===== src/rtl/rst_seq.sv =====
// rst_seq: frame-buffer clear sequencer driven by the mode FSM's RST state.
// On RST it waits SETTLE_CYC cycles, writes CLR_COLOR to addresses
// 0..DEPTH-1 with wr_ready backpressure, then reports rst_ok until the mode
// FSM leaves RST. Leaving RST early aborts back to IDLE.
module rst_seq #(
    parameter int                ADDR_W     = 10,
    parameter int                DEPTH      = 1024,
    parameter int                PIX_W      = 3,
    parameter logic [PIX_W-1:0]  CLR_COLOR  = '0,
    parameter int                SETTLE_CYC = 16
) (
    input  logic              clk,
    input  logic              rst,
    input  logic [2:0]        state,
    input  logic              wr_ready,
    output logic              wr_en,
    output logic [ADDR_W-1:0] wr_addr,
    output logic [PIX_W-1:0]  wr_data,
    output logic              busy,
    output logic              rst_ok
);

    // Mode-FSM encoding of RST, matching st_state.v.
    localparam logic [2:0] ST_RST = 3'd0;

    // Settle counter only has to reach SETTLE_CYC-1; sized to hold SETTLE_CYC.
    localparam int SCW = $clog2(SETTLE_CYC + 1);
    localparam logic [SCW-1:0]    SETTLE_LAST = SCW'(SETTLE_CYC - 1);
    localparam logic [ADDR_W-1:0] ADDR_LAST   = ADDR_W'(DEPTH - 1);

    typedef enum logic [1:0] {
        S_IDLE,
        S_SETTLE,
        S_CLEAR,
        S_DONE
    } fsm_t;

    fsm_t              r_fsm,  w_fsm_nxt;
    logic [SCW-1:0]    r_cnt,  w_cnt_nxt;
    logic [ADDR_W-1:0] r_addr, w_addr_nxt;
    logic              w_in_rst;

    assign w_in_rst = (state == ST_RST);

    // State and counter registers; async reset forces IDLE (and wr_en low).
    always_ff @(posedge clk or negedge rst) begin
        if (!rst) begin
            r_fsm  <= S_IDLE;
            r_cnt  <= '0;
            r_addr <= '0;
        end else begin
            r_fsm  <= w_fsm_nxt;
            r_cnt  <= w_cnt_nxt;
            r_addr <= w_addr_nxt;
        end
    end

    // Next-state and counter updates; any exit to IDLE parks the address at 0.
    always_comb begin
        w_fsm_nxt  = r_fsm;
        w_cnt_nxt  = r_cnt;
        w_addr_nxt = r_addr;
        case (r_fsm)
            S_IDLE: begin
                if (w_in_rst) begin
                    w_fsm_nxt  = S_SETTLE;
                    w_cnt_nxt  = '0;
                    w_addr_nxt = '0;
                end
            end
            S_SETTLE: begin
                if (!w_in_rst) begin
                    w_fsm_nxt  = S_IDLE;
                    w_cnt_nxt  = '0;
                    w_addr_nxt = '0;
                end else if (r_cnt == SETTLE_LAST) begin
                    w_fsm_nxt  = S_CLEAR;
                    w_addr_nxt = '0;
                end else begin
                    w_cnt_nxt = r_cnt + 1'b1;
                end
            end
            S_CLEAR: begin
                if (!w_in_rst) begin
                    w_fsm_nxt  = S_IDLE;
                    w_addr_nxt = '0;
                end else if (wr_ready) begin
                    // Last address is never incremented, so no wrap even
                    // when DEPTH == 2**ADDR_W.
                    if (r_addr == ADDR_LAST) begin
                        w_fsm_nxt  = S_DONE;
                        w_addr_nxt = '0;
                    end else begin
                        w_addr_nxt = r_addr + 1'b1;
                    end
                end
            end
            S_DONE: begin
                if (!w_in_rst) begin
                    w_fsm_nxt = S_IDLE;
                end
            end
            default: begin
                w_fsm_nxt  = S_IDLE;
                w_addr_nxt = '0;
            end
        endcase
    end

    // Moore outputs decoded from the state register.
    assign wr_en   = (r_fsm == S_CLEAR);
    assign busy    = (r_fsm == S_SETTLE) || (r_fsm == S_CLEAR);
    assign rst_ok  = (r_fsm == S_DONE);
    assign wr_addr = r_addr;
    assign wr_data = CLR_COLOR;

endmodule


===== config.mk =====
export PLATFORM = sky130hd
export DESIGN_NAME = rst_seq
export DESIGN_NICKNAME = d
export VERILOG_FILES = /design/src/rtl/rst_seq.sv
export SDC_FILE = /design/constraint.sdc
export NUM_CORES = 1
export LEC_CHECK = 0
export ABC_AREA = 1
export CORE_MARGIN = 2
export CORE_UTILIZATION = 51
export DETAILED_ROUTE_END_ITERATION = 10
export PLACE_DENSITY = 0.78
export SETUP_SLACK_MARGIN = 0.4
export SLEW_MARGIN = 20
export SYNTH_ARGS = -nofsm -noshare
export SYNTH_HDL_FRONTEND = slang
export SYNTH_SLANG_ARGS = --single-unit
export TNS_END_PERCENT = 100

===== constraint.sdc =====
create_clock -name clk -period 2.42 [get_ports clk]
set_input_delay 0.484 -clock clk [delete_from_list [all_inputs] [get_ports clk]]
set_output_delay 0.484 -clock clk [all_outputs]
set_load 0.02 [all_outputs]

==> flow_metrics.env <==
export IMPL_synth_avg_cell_area_sq_um=7.72
export IMPL_status="finished clean"
export IMPL_grt_pass1_vias=950
export IMPL_fp_row_count=17
export IMPL_syn_area_sq_um=1200
export IMPL_finalHoldViolCount=0
export IMPL_die_y_um=52.6
export IMPL_synth_seq_cells=17
export IMPL_dr_pass1_iters=4
export IMPL_clk_latency_ns=0.30
export IMPL_portBuffers=18
export IMPL_vias_per_cell=4.94
export IMPL_tightest_slew_ns=0.817
export IMPL_cts_sinks=17
export IMPL_diodes=0
export IMPL_cap_violations=0
export IMPL_clock_path_buffers=2
export IMPL_cts_tree="yes"
export IMPL_skew_ns=0.00271
export IMPL_maxSlewViolCount=0
export IMPL_slew_headroom_pct=45.3
export IMPL_cpPeakStageDelay_ns=0.43
export IMPL_grt_max_degree=19
export IMPL_power_per_cell_area_nw_per_um2=669
export IMPL_cp_cell_sequence="inv_1 > ha_1 > dlygate4sd2_1"
export IMPL_num_vias=1012
export IMPL_die_x_um=52.6
export IMPL_ir_drop_uv=713
export IMPL_criticalPathCategory="register to primary output"
export IMPL_route_detailed_wl_per_inst_um=11.6
export IMPL_core_sq_um=2210
export IMPL_period_share_pct=78.6
export IMPL_cpMaxStageDelayCell="dfrtp_1"
export IMPL_die_area_sq_um=2760
export IMPL_drive_gt1_share_pct=14.1
export IMPL_grtUsageTotal_pct=20.1
export IMPL_post_synth_num_cell_types=27
export IMPL_cts_buffers=3
export IMPL_cts_root_buffer="clkbuf_4"
export IMPL_routed_wl_um=2370
export IMPL_critPathBufInv=2
export IMPL_crit_fanout=4
export IMPL_netlist_instances=156
export IMPL_end_kind="primary output"
export IMPL_postCtsHoldBufs=0
export IMPL_final_common_cell="nand2_1"
export IMPL_antenna_found_initial=0
export IMPL_yosys_warnings=0
export IMPL_seqCellArea_sq_um=425
export IMPL_routabilityCongestion=0.843
export IMPL_drc_errors=0
export IMPL_grt_pass1_wl_um=4060
export IMPL_clock_fmax_ghz=0.526
export IMPL_worst_slack_ns=0.519
export IMPL_arrival_ns=1.42
export IMPL_drt_iter0_markers=26
export IMPL_htree_num_levels=1
export IMPL_p_leak_nw=0.725
export IMPL_ant_nets=0
export IMPL_place_hpwl_um=1800
export IMPL_pre_cts_ws_ns=0.438
export IMPL_rsz0062_at_grt="false"
export IMPL_fin_nets=192
export IMPL_finalSetupViolCount=0
export IMPL_synthToLayoutAreaGrowth_pct=18.2
export IMPL_tns_ns=0
export IMPL_grt_overflow_total=0
export IMPL_cp_data_required_time_ns=1.94
export IMPL_initial_core_util_pct=54.4
export IMPL_power_mw=0.952
export IMPL_clkTransAtPathRegs_ns=0.10
export IMPL_period_minus_slack_ns=1.90
export IMPL_multiInputGateArea_sq_um=649
export IMPL_synth_seq_area_share_pct=35.3
export IMPL_io_pins=22
export IMPL_utilization_pct=64.3
export IMPL_hold_class="register to register"
export IMPL_cp_top_family="buffers and inverters"
export IMPL_fillCellCount=198
export IMPL_layout_common_cells="nand2_1 (32), inv_1 (26), dfrtp_1 (17), clkdlybuf4s50_1 (15), nor2_1 (14)"
export IMPL_worst_setup_path_start_kind="register"
==> worst reg2reg max path: stages (launching register included) <==
cell,delay (ns)
dfrtp_1,0.41
ha_1,0.22
nand2_1,0.09
nor2_1,0.05
ha_1,0.17
inv_1,0.10
nand4_1,0.25
nand2_4,0.20
nor2_4,0.09
a21oi_2,0.14
nor2_2,0.05
==> logic make-up (layout without fill, tap and decap cells) <==
| kind of cell | Yosys count | in the layout | share of synthesized area (%) |
|---|---|---|---|
| other | 1 | 3 | 0.312 |
| AOI/OAI and AO/OA | 16 | 16 | 8.32 |
| muxes | 1 | 1 | 0.832 |
| xor gates and xnor gates | 2 | 2 | 1.46 |
| adders and majority gates | 8 | 8 | 8.32 |
| and+or+nand+nor | 79 | 80 | 33.2 |
| buffers and inverters | 32 | 50 | 12.3 |
| DFF | 17 | 17 | 35.3 |
==> state kept, by name (all words and copies together) (netlist names) <==
register,count
r_cnt,5
wr_addr,10
r_fsm,2
==> stage by stage <==
step / hold slack [ns] / cell area [sq um] / std cells
2_1_floorplan: 0.188 / 1210 / 158
3_3_place_gp: 0.485 / 1380 / 200
3_5_place_dp: 0.494 / 1380 / 200
4_1_cts: 0.508 / 1410 / 204
5_1_grt: 0.530 / 1420 / 205
6_report: 0.501 / 1420 / 205
==> timing repair <==
| item | 4_1_cts | 5_1_grt |
|---|---|---|
| gates cloned | 0 | 1 |
| buffers inserted | 0 | 0 |
| gates resized for setup | 2 | 1 |
| setup endpoints to repair | 2 | 8 |
| pin swaps | 0 | 2 |
==> synthesized netlist by cell type (all sizes together) <==
cell type	instances	area share (%)
nand3	14	6.2
nor2	20	9.0
inv	28	8.7
xor2	2	1.5
conb	1	0.31
o22ai	1	0.52
o21ai	11	4.9
mux2i	1	0.83
a21oi	4	2.9
dfrtp	17	35
nor3	2	0.83
nand4	3	1.6
buf	4	3.5
and2	1	0.52
ha	8	8.3
nor3b	1	0.62
nand2	38	14
==> power breakdown <==
group / total (mW) / internal [mW] / switching, mW
Combinational: 0.471 / 0.153 / 0.318
Sequential: 0.323 / 0.303 / 0.0192
Clock: 0.158 / 0.0617 / 0.0960
==> path summary, 6_finish.rpt <==
path                           from    endpoint  slack [ns]  cells after the start
setup / recovery           r_fsm[0]       wr_en        0.52                      3
hold / removal             r_cnt[0]    r_cnt[0]        0.50                      1
setup reg to reg           r_cnt[0]  wr_addr[8]        0.57                     10
hold reg to reg            r_cnt[0]    r_cnt[0]        0.50                      1
max in group asynchronous       rst    r_fsm[1]        1.27                      1
min in group asynchronous       rst    r_cnt[2]        0.65                      1
==> routing by layer <==
layer	global-route usage, %	up-vias	share of wire [%]
met5	0	-	0
met2	34.0	24	49
met1	23.5	464	45
li1	-	522	-
met3	6.29	2	5.2
met4	8.12	0	0.51
==> layout make-up <==
| cell class | instances | share of cell area (%) |
|---|---|---|
| sequential | 17 | 29.9 |
| multi-input combinational | 110 | 45.6 |
| clock inverter | 1 | 0.352 |
| clock buffer | 3 | 1.58 |
| timing repair buffer | 18 | 12.7 |
| tap | 28 | 2.46 |
| inverter | 28 | 7.39 |
(Power assumes the default switching activity.)
